==> config.mk <==
export PLATFORM = sky130hd
export DESIGN_NAME = mash_cic_decimator
export DESIGN_NICKNAME = d
export VERILOG_FILES = /design/src/rtl/mash_pkg.sv /design/src/rtl/mash_ncn.sv /design/src/rtl/mash_cic_decimator.sv
export SDC_FILE = /design/constraint.sdc
export NUM_CORES = 1
export LEC_CHECK = 0
export BUFFER_PORTS_ARGS = -buffer_cell sky130_fd_sc_hd__buf_4
export CAP_MARGIN = 30
export CORE_ASPECT_RATIO = 0.9
export CORE_MARGIN = 4
export CORE_UTILIZATION = 65
export CTS_BUF_LIST = sky130_fd_sc_hd__clkbuf_4
export DETAILED_ROUTE_END_ITERATION = 6
export GPL_ROUTABILITY_DRIVEN = 0
export PLACE_DENSITY = 0.81
export SYNTH_ARGS = -nofsm -noshare
export SYNTH_HDL_FRONTEND = slang
export SYNTH_SLANG_ARGS = --single-unit
==> constraint.sdc <==
create_clock -name i_clk -period 3.8 [get_ports i_clk]
set_clock_uncertainty 0.15 [all_clocks]
set_input_delay 0.38 -clock i_clk [delete_from_list [all_inputs] [get_ports i_clk]]
set_output_delay 0.38 -clock i_clk [all_outputs]
set_load 0.1 [all_outputs]
==> src/rtl/mash_pkg.sv <==
// Shared types and sizing helpers for the MASH bitstream
// demodulator (noise-cancellation network + sinc3 decimator).
package mash_pkg;

  localparam int NCN_WIDTH = 4;

  typedef logic signed [NCN_WIDTH-1:0] ncn_t;

  function automatic int cic_out_width(input int log2_r);
    return 4 + 3 * log2_r;
  endfunction

endpackage

==> src/rtl/mash_ncn.sv <==
// MASH noise-cancellation network: recombines the three carry
// bitstreams into one registered 4-bit signed sample y[n].
module mash_ncn
  import mash_pkg::*;
(
  input  logic i_clk,
  input  logic i_rst_n,
  input  logic i_en,
  input  logic i_c1,
  input  logic i_c2,
  input  logic i_c3,
  output ncn_t o_y
);

  // bit 0 holds the previous enabled sample, bit 1 the one before
  logic [1:0] c1_q, c2_q, c3_q;
  ncn_t       y_q, y_d;

  always_comb begin
    y_d = $signed({3'b000, c1_q[1]})
        + $signed({3'b000, c2_q[0]})
        - $signed({3'b000, c2_q[1]})
        + $signed({3'b000, i_c3})
        - $signed({2'b00, c3_q[0], 1'b0})
        + $signed({3'b000, c3_q[1]});
  end

  always_ff @(posedge i_clk or negedge i_rst_n) begin
    if (!i_rst_n) begin
      c1_q <= '0;
      c2_q <= '0;
      c3_q <= '0;
      y_q  <= '0;
    end else if (i_en) begin
      c1_q <= {c1_q[0], i_c1};
      c2_q <= {c2_q[0], i_c2};
      c3_q <= {c3_q[0], i_c3};
      y_q  <= y_d;
    end
  end

  assign o_y = y_q;

endmodule

==> src/rtl/mash_cic_decimator.sv <==
// MASH carry-stream demodulator: NCN, 3rd-order CIC decimation by
// 2^P_LOG2_R and a one-entry valid/ready output hold register.
module mash_cic_decimator
  import mash_pkg::*;
#(
  parameter int P_LOG2_R    = 4,
  parameter int P_OUT_WIDTH = cic_out_width(P_LOG2_R)
) (
  input  logic                   i_clk,
  input  logic                   i_rst_n,
  input  logic                   i_valid,
  input  logic                   i_quantize1,
  input  logic                   i_quantize2,
  input  logic                   i_quantize3,
  output logic [P_OUT_WIDTH-1:0] o_data,
  output logic                   o_valid,
  input  logic                   i_ready,
  output logic                   o_overrun
);

  localparam int W = P_OUT_WIDTH;

  typedef logic [W-1:0] acc_t;

  ncn_t                y;
  acc_t                y_ext;
  logic [P_LOG2_R-1:0] cnt_q;
  logic                en_q, tick_q, cap_q, s1_q, s2_q;
  acc_t                i1_q, i2_q, i3_q;
  acc_t                d0_q, c1_q, d1_q, c2_q, d2_q;
  acc_t                data_q, data_d;
  logic                valid_q, valid_d;
  logic                ovr_q, ovr_d;

  mash_ncn u_ncn (
    .i_clk   (i_clk),
    .i_rst_n (i_rst_n),
    .i_en    (i_valid),
    .i_c1    (i_quantize1),
    .i_c2    (i_quantize2),
    .i_c3    (i_quantize3),
    .o_y     (y)
  );

  assign y_ext = {{(W-NCN_WIDTH){y[NCN_WIDTH-1]}}, y};

  // Sample counter, integrators and tick alignment.
  // Integrators wrap freely; the comb differences undo the wrap.
  always_ff @(posedge i_clk or negedge i_rst_n) begin
    if (!i_rst_n) begin
      cnt_q  <= '0;
      en_q   <= 1'b0;
      tick_q <= 1'b0;
      cap_q  <= 1'b0;
      i1_q   <= '0;
      i2_q   <= '0;
      i3_q   <= '0;
    end else begin
      en_q   <= i_valid;
      tick_q <= i_valid && (cnt_q == '1);
      cap_q  <= tick_q;
      if (i_valid) begin
        cnt_q <= cnt_q + 1'b1;
      end
      if (en_q) begin
        i1_q <= i1_q + y_ext;
        i2_q <= i2_q + i1_q;
        i3_q <= i3_q + i2_q;
      end
    end
  end

  // Comb pipeline: one stage per clock, delay taps only move on a tick
  always_ff @(posedge i_clk or negedge i_rst_n) begin
    if (!i_rst_n) begin
      s1_q <= 1'b0;
      s2_q <= 1'b0;
      d0_q <= '0;
      c1_q <= '0;
      d1_q <= '0;
      c2_q <= '0;
      d2_q <= '0;
    end else begin
      s1_q <= cap_q;
      s2_q <= s1_q;
      if (cap_q) begin
        c1_q <= i3_q - d0_q;
        d0_q <= i3_q;
      end
      if (s1_q) begin
        c2_q <= c1_q - d1_q;
        d1_q <= c1_q;
      end
      if (s2_q) begin
        d2_q <= c2_q;
      end
    end
  end

  always_comb begin
    data_d  = data_q;
    valid_d = valid_q;
    ovr_d   = ovr_q;
    if (s2_q) begin
      data_d  = c2_q - d2_q;
      valid_d = 1'b1;
      if (valid_q && !i_ready) begin
        ovr_d = 1'b1;
      end
    end else if (valid_q && i_ready) begin
      valid_d = 1'b0;
    end
  end

  always_ff @(posedge i_clk or negedge i_rst_n) begin
    if (!i_rst_n) begin
      data_q  <= '0;
      valid_q <= 1'b0;
      ovr_q   <= 1'b0;
    end else begin
      data_q  <= data_d;
      valid_q <= valid_d;
      ovr_q   <= ovr_d;
    end
  end

  assign o_data    = data_q;
  assign o_valid   = valid_q;
  assign o_overrun = ovr_q;

endmodule

Word level (Yosys, flattened, before mapping)

Index checks and enable logic that the tools add are counted.

Add/subtract/negate cells: 12
Multiplexer cells: 2
Reduce and logical (&&, ||, !) cells: 6
Equality and inequality tests: 1

Operator list:

| operator            | count |
|---|---|
| $add 16x16->16      | 3 |
| $sub 16x16->16      | 3 |
| $add 4x2->4         | 2 |
| $add 4x1->4 const B | 1 |
| $eq 4x4->1 const B  | 1 |
| $sub 4x2->4         | 1 |
| $sub 4x3->4         | 1 |
| $logic_and 1x1->1   | 3 |
| $add 1x1->2         | 1 |
| $mux 1              | 2 |
| $reduce_and 2->1    | 1 |
| $reduce_bool 2->1   | 1 |
| $logic_not 1->1     | 1 |

Input bits: 7
Output and inout port bits: 18
Register bits: 165

Longest topological paths before layout

Depth in word-level cells: 5
Gate-level depth with buffers: 10
Mapped depth without buffers: 10

Hierarchy

From an unflattened synthesis, not the netlist that was laid out.

Cells, all modules: 1094
Area, all modules: 10625.2 um2

By module, submodules not included:

| module             | cells each | seq. area each (um2) | area an instance (um2) | times used |
|---|---|---|---|---|
| mash_cic_decimator | 1050       | 3878.7               | 10077.2                | 1 |
| mash_ncn           | 44         | 250.2                | 548.0                  | 1 |

Worst setup path before layout

No wires, ideal clock.

Path kind: register to register
Start: reg i2_q[0]
End: reg i3_q[14]
Data arrival time: 2454 ps
Stages on the path, launching flop included: 10
Slack: 1076 ps
Buffers on the path: 0
Period minus slack after synthesis: 2724 ps
Setup time: 120 ps
Cells stage by stage: dfrtp_1 > ha_1 > fa_1 > a21o_1 > a21o_4 > a211oi_1 > nor4_1 > o31a_1 > or3_1 > a31o_2

Word-level cells in the longest chain between the ends: 1

Ends and longest elaborated chain:

| what                   | RTL line                 | text |
|---|---|---|
| from (decl)            | mash_cic_decimator.sv:29 | `acc_t i1_q, i2_q, i3_q;` |
| from (signal assigned) | mash_cic_decimator.sv:67 | `i2_q <= i2_q + i1_q;` |
| $add 16x16->16         | mash_cic_decimator.sv:68 | `i3_q <= i3_q + i2_q;` |
| to (signal assigned)   | mash_cic_decimator.sv:68 |  |
| to (decl)              | mash_cic_decimator.sv:29 |  |

Every way passes these cells.
A chain may end at the register's enable or synchronous reset.

Final worst setup path

Ends and elaborated chain as after synthesis.

==> results.sh <==
export IMPL_wl_per_cell_um=15.9
export IMPL_synth_top_area_share_pct=40.1
export IMPL_synth_fp_nets=1151
export IMPL_crit_path_end_kind="register"
export IMPL_path_max_fanout=4
export IMPL_max_cap_violations=0
export IMPL_yosys_area_share_adder_pct=13.1
export IMPL_clock_sinks=165
export IMPL_final_common_cell="dfrtp_1"
export IMPL_diodes=0
export IMPL_dr_first_iter_drc_count=552
export IMPL_grt_pass1_wl_um=35800
export IMPL_ios=25
export IMPL_drc=0
export IMPL_tritoncts="yes"
export IMPL_hp_class="reg2reg"
export IMPL_h_tree_depth=4
export IMPL_nFillCells=1146
export IMPL_cts_buffers_inserted=17
export IMPL_synthXorXnorAreaFrac_pct=6.21
export IMPL_worstSkewPairLatency_ps=560
export IMPL_start_kind="register"
export IMPL_synth_top_family_by_area="compound AO/OA/AOI/OAI gates"
export IMPL_clk_path_buf_depth=2
export IMPL_drt_pass1_iterations=5
export IMPL_yosysTopAreaCell="dfrtp_1"
export IMPL_yosys_area_share_simple_pct=9.96
export IMPL_root_buffer="clkbuf_4"
export IMPL_status="complete, no violations"
export IMPL_drtAntennaViolNets=0
export IMPL_dp_hpwl_um=15100
export IMPL_slowest_stage="dfrtp_1"
export IMPL_grt_pass1_vias=7533
export IMPL_area_growth_pct=7.52
export IMPL_antenna_found_initial=0
export IMPL_syn_avg_cell_area_um2=9.90
export IMPL_crit_type="reg2reg"
export IMPL_grt_max_degree=77
export IMPL_syn_instance_count=1041
export IMPL_clk_pin_slew_ps=140
export IMPL_fmax_mhz=345
export IMPL_ys_types=65
export IMPL_grt_total_usage_pct=24.1
export IMPL_slew_headroom_pct=51.7
export IMPL_timing_final_crit_period_ps=2900
export IMPL_slew_violations=0
export IMPL_tns_ps=0
export IMPL_final_period_utilization_pct=76.3
export IMPL_cpPeakStageDelay_ps=430
export IMPL_synthArstFlopShare_pct=100
export IMPL_vias_per_cell=5.93
export IMPL_gr_total_overflow=0
export IMPL_ys_flop_type="dfrtp_1"
export IMPL_routed_wl_um=20400
export IMPL_fp_coreArea_um2=15500
export IMPL_synth_cell_area_um2=10300
export IMPL_fin_nets=1177
export IMPL_netlist_top_cells_area="dfrtp_1 40%, ha_1 12%, mux2_2 8.3%, o21ai_0 4.8%, xnor2_1 4.5%"
export IMPL_final_cell_mix="164 x dfrtp_1, 98 x o21ai_0, 95 x ha_1, 92 x nand2_1, 84 x inv_1"
export IMPL_rows=43
export IMPL_setup_viol=0
export IMPL_synth_seq_cells=165
export IMPL_drive_above_1_share_pct=14.4
export IMPL_worstMarginPinSlew_ps=725
export IMPL_rsz0062_at_grt="false"
export IMPL_io_buffers=24
export IMPL_muxShareOfSynthArea_pct=8.74
export IMPL_start_util_pct=66.5
export IMPL_synth_edf_count=0
export IMPL_required_ps=4120
export IMPL_ys_warn_count=0
export IMPL_die_h_um=127
export IMPL_die_w_um=141
export IMPL_critPathArrivalTime_ps=3220
export IMPL_hold_viol_final=0
export IMPL_die_area_um2=17900
export IMPL_crit_chain="ha_1, fa_1, a21o_1, a21o_4, a211oi_1, nor4_1, o31a_1, or3_1, a31o_2"
export IMPL_synth_compound_area_share_pct=17.6
export IMPL_synth_seq_area_share_pct=40.1
export IMPL_num_vias=7601
-- state kept, by name, summed over array words and instances (netlist names), 16 cells and up --
name and cells:
d2_q 16, c2_q 16, o_data 16, i2_q 16, i1_q 16, c1_q 16, d1_q 16, i3_q 16
d0_q 16
-- worst max-delay path: cells and delay by family, from the launching register on --
kind | cells | cell delay (ps)
compound gates | 5 | 1160
flops | 1 | 430
fa+ha+maj | 2 | 670
simple gates | 2 | 400
-- metrics by stage --
stage          instance area, µm²  utilization (%)  setup slack (ps)  hold slack [ps]  instances
4_1_cts                     11100             71.5               883              243       1282
3_5_place_dp                10700             69.0               909              205       1244
6_report                    11100             71.5               901              222       1282
3_3_place_gp                10700             69.0               984              184       1244
5_1_grt                     11100             71.5               757              244       1282
2_1_floorplan               10300                -              1080            -65.6       1041
-- area by class of cell --
class | count | area (µm²) | area share, %
Multi-Input combinational cell | 759 | 5730 | 51.7
Inverter | 84 | 315 | 2.85
Timing Repair Buffer | 40 | 319 | 2.88
Clock buffer | 17 | 128 | 1.15
Clock inverter | 15 | 201 | 1.82
Sequential cell | 165 | 4130 | 37.3
Tap cell | 202 | 253 | 2.28
-- logic make-up (layout without fill, tap and decap cells) --
logic type	Yosys count	after routing
buffers and inverters	117	156
flip-flops	165	165
AND/OR/NAND/NOR	218	218
adder cells (fa/ha/maj)	103	103
multiplexers	80	80
AO/OA/AOI/OAI	285	285
XOR/XNOR	73	73
-- final timing paths --
path	from	endpoint	slack [ps]	depth (start not counted)
worst max-delay path	i2_q[0]	i3_q[14]	900	9
min in group asynchronous	i_rst_n	u_ncn.o_y[1]	250	2
worst max register to register	i2_q[0]	i3_q[14]	900	9
max in group asynchronous	i_rst_n	i3_q[4]	2430	3
worst min register to register	tick_q	cap_q	220	0
worst min-delay path	tick_q	cap_q	220	0
-- cell usage after synthesis, types with 3 or more instances --
master,n
dfrtp_1,165
a21o_1,29
a311oi_1,4
o22ai_1,3
mux2i_1,3
a21boi_0,7
o21a_1,10
a31oi_1,7
nor3b_1,3
ha_1,95
or3_1,6
clkbuf_1,26
o31ai_1,8
buf_2,3
o21ai_0,98
xor2_1,20
o211ai_1,6
nand2b_1,9
nand3b_1,3
nand4_1,10
and2_1,5
nor2_1,39
o21ai_1,4
o21bai_1,7
nor2b_1,12
xnor2_1,53
fa_1,8
inv_1,84
nand2_1,92
mux2_2,76
a211oi_1,13
a21oi_1,60
buf_1,4
and3_1,8
nand3_1,9
nor3_1,15
-- per-layer routing --
layer	track usage [%]	vias to the layer above	share of wire [%]
met5	0	-	0
met4	4.33	0	0.87
met3	4.53	17	3.8
met2	39.1	149	46
met1	34.6	3676	49
li1	-	3759	-
-- what timing repair did --
action	in CTS	in global routing
endpoints found under the hold margin	80	0
resized for setup	0	0
buffers inserted	0	0
endpoints found under the setup margin	0	0
hold buffers	6	0
Power is left out: the tool's default activity adds up to more than one toggle a clock period on the data nets, which glitch-free logic cannot reach.
